===== src/rtl/wb_intc.sv =====
// rtl/wb_intc.sv - Wishbone interrupt controller: synchronised, edge-latched, maskable sources with priority cause.
// Optional WB_INTC_LEVEL_EN adds a per-source LEVEL register (addr 3) for level-sensitive sources.
module wb_intc #(
  parameter int N_SRC = 6
) (
  input  logic             clk,
  input  logic             RSTN,
  input  logic             STB,
  input  logic             WE,
  input  logic [31:0]      ADDR,
  input  logic [31:0]      DAT_I,
  output logic [31:0]      DAT_O,
  output logic             ACK,
  input  logic [N_SRC-1:0] irq_in,
  output logic             INT,
  output logic [31:0]      CAUSE
);

  localparam int PAD = 32 - N_SRC;

  logic [N_SRC-1:0] sync1_q, sync2_q, prev_q;
  logic [N_SRC-1:0] pending_q, pending_d;
  logic [N_SRC-1:0] mask_q, mask_d;
  logic [N_SRC-1:0] active_c, rise_c, set_c, w1c_c, level_rd_c;
  logic             ack_q, ack_d;
  logic [31:0]      dat_q, dat_d;
  logic [31:0]      cause_c;
  logic             access_c, wr_c;
  logic [1:0]       sel_c;
  logic             unused_bits;

  assign unused_bits = ^{ADDR[31:4], ADDR[1:0], DAT_I[31:N_SRC]};

  assign access_c = STB & ~ack_q;
  assign wr_c     = access_c & WE;
  assign sel_c    = ADDR[3:2];
  assign rise_c   = sync2_q & ~prev_q;

`ifdef WB_INTC_LEVEL_EN
  logic [N_SRC-1:0] level_q, level_d;

  always_comb begin
    level_d = level_q;
    if (wr_c && sel_c == 2'd3) level_d = DAT_I[N_SRC-1:0];
  end

  always_ff @(posedge clk) begin
    if (!RSTN) level_q <= '0;
    else       level_q <= level_d;
  end

  // A held level source re-asserts pending every cycle, defeating W1C.
  assign set_c      = rise_c | (level_q & sync2_q);
  assign level_rd_c = level_d;
`else
  assign set_c      = rise_c;
  assign level_rd_c = '0;
`endif

  always_comb begin
    w1c_c  = '0;
    mask_d = mask_q;
    if (wr_c && sel_c == 2'd0) w1c_c  = DAT_I[N_SRC-1:0];
    if (wr_c && sel_c == 2'd1) mask_d = DAT_I[N_SRC-1:0];
    // Set after clear so a rise coinciding with W1C keeps the bit.
    pending_d = (pending_q & ~w1c_c) | set_c;
  end

  assign active_c = pending_q & mask_q;

  always_comb begin
    cause_c = '0;
    for (int i = N_SRC - 1; i >= 0; i--) begin
      if (active_c[i]) cause_c = 32'(i);
    end
  end

  assign INT   = |active_c;
  assign CAUSE = cause_c;

  // Read data reflects post-write state so a write returns what was stored.
  always_comb begin
    dat_d = dat_q;
    if (access_c) begin
      case (sel_c)
        2'd0:    dat_d = {{PAD{1'b0}}, pending_d};
        2'd1:    dat_d = {{PAD{1'b0}}, mask_d};
        2'd2:    dat_d = cause_c;
        default: dat_d = {{PAD{1'b0}}, level_rd_c};
      endcase
    end
  end

  always_comb begin
    ack_d = ack_q;
    if (access_c)  ack_d = 1'b1;
    else if (!STB) ack_d = 1'b0;
  end

  always_ff @(posedge clk) begin
    if (!RSTN) begin
      sync1_q   <= '0;
      sync2_q   <= '0;
      prev_q    <= '0;
      pending_q <= '0;
      mask_q    <= '0;
      ack_q     <= 1'b0;
      dat_q     <= '0;
    end else begin
      sync1_q   <= irq_in;
      sync2_q   <= sync1_q;
      prev_q    <= sync2_q;
      pending_q <= pending_d;
      mask_q    <= mask_d;
      ack_q     <= ack_d;
      dat_q     <= dat_d;
    end
  end

  assign ACK   = ack_q;
  assign DAT_O = dat_q;

endmodule

===== config.mk =====
export PLATFORM = sky130hd
export DESIGN_NAME = wb_intc
export DESIGN_NICKNAME = d
export VERILOG_FILES = /design/src/rtl/wb_intc.sv
export SDC_FILE = /design/constraint.sdc
export NUM_CORES = 1
export LEC_CHECK = 0
export ABC_AREA = 0
export BUFFER_PORTS_ARGS = -buffer_cell sky130_fd_sc_hd__buf_2
export CELL_PAD_IN_SITES_DETAIL_PLACEMENT = 1
export CELL_PAD_IN_SITES_GLOBAL_PLACEMENT = 2
export CORE_MARGIN = 5
export CORE_UTILIZATION = 22
export CTS_CLUSTER_SIZE = 8
export DETAILED_ROUTE_END_ITERATION = 8
export GPL_ROUTABILITY_DRIVEN = 0
export GPL_TIMING_DRIVEN = 0
export PLACE_DENSITY_LB_ADDON = 0.1
export SETUP_SLACK_MARGIN = 0.1
export SYNTH_ARGS = -nofsm -noshare
export SYNTH_HDL_FRONTEND = slang
export SYNTH_SLANG_ARGS = --single-unit
export TNS_END_PERCENT = 5

===== constraint.sdc =====
create_clock -name clk -period 4.26 [get_ports clk]
set_clock_uncertainty 0.2 [all_clocks]
set_input_delay 0.213 -clock clk [delete_from_list [all_inputs] [get_ports clk]]
set_output_delay 0.213 -clock clk [all_outputs]
set_load 0.005 [all_outputs]

======== Word-level counts from Yosys, hierarchy flattened ========
Cells that the tools add are included.
word-level totals
  bits in registers ....................... 63
  output and inout bits ................... 66
  input port bits ......................... 74
cells by class
  multiplexer cells ....................... 11
  bitwise gates (word level) .............. 9
  reduce and logical (&&, ||, !) cells .... 4
  equal/unequal tests ..................... 3
operators by type and width
  cell                                            count
  two-way mux 32 bit                              5
  case mux 32 bit (3 select lines)                1
  AND 6 bit                                       3
  two-way mux 6 bit                               2
  inverter 6 bit                                  2
  OR 6 bit                                        1
  OR reduction 6 bit                              1
  two-way mux 3 bit                               1
  AND 1 bit                                       2
  == test 2 x 1 -> 1 bit (second input constant)  1
  == test 2 bit (second input constant)           1
  logical AND 1 bit                               2
  zero test 2 bit                                 1
  two-way mux 1 bit                               2
  != test 2 x 1 -> 1 bit (second input constant)  1
  inverter 1 bit                                  1

======== Depth between registers and ports, before layout ========
  word-level depth ........................ 9
  gate-level depth with buffers ........... 6
  gate-level depth less buffers ........... 4

======== Least setup slack after synthesis ========
Ideal clock, no wire load.
  kind .................................... reg2reg
  start ................................... register ack_q (netlist: ACK)
  end ..................................... register dat_q[0] (netlist: DAT_O[0])
  period minus slack after synthesis ...... 1.563 ns
  cell stages (with the launch flop) ...... 5
  library setup time ...................... 0.117 ns
  required time ........................... 3.943 ns
  setup slack ............................. 2.697 ns
  buffers on the path ..................... 0
  data arrival time ....................... 1.245 ns
  cells stage by stage .................... dfxtp_1 > and4bb_2 > nand2_1 > a221o_1 > a32o_1
on the way
  longest elaborated chain between the ends .. 9
  elaborated cells on any way between the ends .. 11
  those cells by class .................... mux (3); bitwise (6); reduce/logical (2)
ends and longest elaborated chain
  item                              RTL line  source
  start: declaration                25        logic ack_q, ack_d;
  start signal: assignment          115       ack_q <= ack_d;
  inverter 1 bit *                  34        assign access_c = STB & ~ack_q;
  AND 1 bit *                       34
  AND 1 bit                         35        assign wr_c = access_c & WE;
  logical AND 1 bit                 63        if (wr_c && sel_c == 2'd0) w1c_c = DAT_I[N_SRC-1:0];
  two-way mux 6 bit                 63
  inverter 6 bit                    66        pending_d = (pending_q & ~w1c_c) | set_c;
  AND 6 bit                         66
  OR 6 bit                          66
  case mux 32 bit (3 select lines)  85        case (sel_c)
  end signal: assignment            116       dat_q <= dat_d;
  end: declaration                  26        logic [31:0] dat_q, dat_d;
Mark *: on every way between the ends. The rest lies on a longest branch, timed or not.
A chain may end at the register's enable or synchronous reset.

======== Worst setup path after layout ========
  start ................................... input port STB
  end ..................................... register dat_q[3] (netlist: DAT_O[3])
on the way
  longest elaborated chain between the ends .. 8
  elaborated cells on any way between the ends .. 10
  those cells by class .................... mux (3); bitwise (5); reduce/logical (2)
ends and longest elaborated chain
  item                              RTL line  source
  start: declaration                8         input logic STB,
  AND 1 bit *                       34
  AND 1 bit                         35
  logical AND 1 bit                 63
  two-way mux 6 bit                 63
  inverter 6 bit                    66
  AND 6 bit                         66
  OR 6 bit                          66
  case mux 32 bit (3 select lines)  85
Marks and branches as above.

==> flow_summary.ini <==
[synth]
synth-async-reset-ratio_pct = 0
seq_area_frac_synth_pct = 39.3
netlist_area_um2 = 1890
synth.most_common_cell = buf_4
synth_cell_types = 31
synth.top_cells.by_area = dfxtp_1 39%, buf_4 22%, and2_1 6.3%, a31oi_1 4.6%, nor2_1 3.4%
avgSynthCellArea_um2 = 8.50
yosys_register_bits = 37
synth_top_area_share_pct = 39.3
synthFlopType = dfxtp_1
synth_edf_count = 0
synthCells = 222
synth_common_cells = 55 x buf_4, 37 x dfxtp_1, 19 x and2_1
yosysWarnings = 0
synth_area_leader_cell = dfxtp_1

[clocking]
clk_pin_slew_ps = 80
clock-sinks = 37
clkLatencyLatePin_ps = 300
cts_buffers = 5
cts.path.max_buffers = 2
cts_root_buf = clkbuf_8
htree_levels = 2
cts_setup_buffers = 0
cts_tree = built

[hold_path]
min_path_type = in2reg

[outcome]
outcome = finished clean

[critical_path]
worst-endpoint-required_ps = 4240
path_common_cell = a31oi_1
crit_fanout = 5
slowest_stage = dlygate4sd3_1
path_cells = dlygate4sd3_1 > buf_2 > nor3b_1 > a31oi_1 > o21ai_0 > a31oi_1
critPathMaxStageDelay_ps = 520
cp-end-kind = flop
cp_top_family = buffers and inverters
cp_data_arrival_time_ps = 1980
cp.buffers_inverters = 2
crit_type = in2reg
start_kind = input port

[place]
dp_hpwl_um = 4000
portBuffers = 27

[global_routing]
grt_pass1_vias = 1510
grt_max_degree = 14
antenna_found_initial = 0
grt_use_total_pct = 9.49
grt_pass1_wl_um = 7590
grt_overflow_total = 0

[detailed_routing]
firstDrtPassIters = 4
totalWireLength_um = 4970
drt_iter0_markers = 41
drt-met1-wl_um = 2160
wl_met2_um = 2360
wl_per_cell_um = 11.7
drcViolationCount = 0
via_per_inst = 3.71
routed.top_layer = met4
vias = 1571
met3_length_um = 364
ant_nets = 0

[pwr]
p_clk_share_pct = 34.9
powerDensity_nw_per_um2 = 297
p_leak_nw = 1.24
irDropWorstVdd_uv = 106
swShare_pct = 27.8
sequentialPowerShare_pct = 49.5
p_sw_mw = 0.208
total_power_mw = 0.748
pwr-share-comb_pct = 15.7
p_int_mw = 0.540

[final_layout]
antenna_cells = 0
syn_to_final_growth_pct = 33.4
fill_cells = 1050
layout-drive-gt1-share_pct = 29.2
nNetsFinal = 391
final_util_pct = 30.3

[sta]
rsz0062_at_grt = no
worst_slew_pin_slew_ps = 573
hold_viol_final = 0
slew_viol_final = 0
max_slew_margin_pct = 61.7
setup_violations = 0
fin_tns_setup_ps = 0
hold_ws_ps = 2.42
min_period_over_period_pct = 46.9
timing.final.crit_period_ps = 2000
clock.fmax_ghz = 0.500

[die]
die_w_um = 103
coreArea_um2 = 8300
fp.dieH_um = 103
placementRows = 33
die-area_um2 = 10500
io_pins = 140
start_util_pct = 22.7

[flow_run]
cap_violations = 0
state kept, by name, summed over array words and instances, names as in the netlist:
register	count
ACK	1
DAT_O	6
mask_q	6
pending_q	6
prev_q	6
sync1_q	6
sync2_q	6
cells in the final DEF, fill, tap and decap left out, drive strengths merged:
master	n
a21boi	1
a22o	3
dfxtp	37
nand4b	1
nand3	1
and2	19
clkinvlp	1
nor3b	1
a311oi	1
nand2b	3
inv	6
nor2	17
clkinv	1
a21oi	9
and3	5
nand3b	1
a31oi	14
a221o	1
a32o	2
dlygate4sd3	7
a22oi	2
a211oi	1
nor2b	10
o21ai	11
mux2i	1
nor3	1
and4bb	1
clkbuf	10
buf	84
conb	55
nand2	11
power by group through the flow:
stage / logic, mW / registers (mW) / clock network, mW
CTS: 0.116 / 0.370 / 0.271
detailed placement: 0.111 / 0.378 / 0
finish: 0.117 / 0.370 / 0.261
global route: 0.133 / 0.372 / 0.285
floorplan: 0.0834 / 0.376 / 0
global placement: 0.111 / 0.378 / 0
stage by stage:
stage,cell area (um^2),std cells,setup WS [ps]
floorplan,2090,276,2700
global placement,2360,408,2420
detailed placement,2360,408,2370
CTS,2520,423,2230
global route,2520,423,2010
finish,2520,423,2260
tightest hold or removal path, cell delays in order:
cell     delay [ps]
buf_2           140
o21ai_0          80
a31oi_1          40
area by class of cell:
type | count | area, um^2 | share of cell area, %
clock buffer | 5 | 68.8 | 2.73
buffer | 62 | 448 | 17.8
timing repair buffer | 34 | 205 | 8.16
tap | 105 | 131 | 5.22
sequential | 37 | 741 | 29.4
inverter | 5 | 18.8 | 0.746
clock inverter | 3 | 21.3 | 0.845
multi-input combinational | 172 | 882 | 35.1
metal layers:
layer | vias to the layer above | GRT usage [%]
li1 | 824 | -
met1 | 695 | 11.6
met2 | 45 | 15.9
met3 | 7 | 2.44
met4 | 0 | 3.94
met5 | - | 0
kinds of logic (layout without fill, tap and decap cells):
logic type      after synthesis  in the layout  synth area share (%)
simple gates                 71             71                  20.3
flops                        37             37                  39.3
mux                           1              1                 0.531
other cells                   1             55                 0.199
buf+inv                      67            109                  24.7
compound gates               45             45                  15.0
path summary, 6_finish.rpt:
kind | from | endpoint | slack (ps) | cells past startpoint
setup / recovery | STB | DAT_O[3] | 2260 | 6
hold / removal | RSTN | DAT_O[2] | 2 | 3
setup reg to reg | ACK | DAT_O[3] | 2470 | 4
hold reg to reg | sync1_q[4] | sync2_q[4] | 240 | 1
timing repair:
action | CTS | global route
gates resized for setup | 0 | 0
hold endpoints to repair | 7 | 0
hold buffers | 7 | 0
Power figures use the tool's default switching activity.
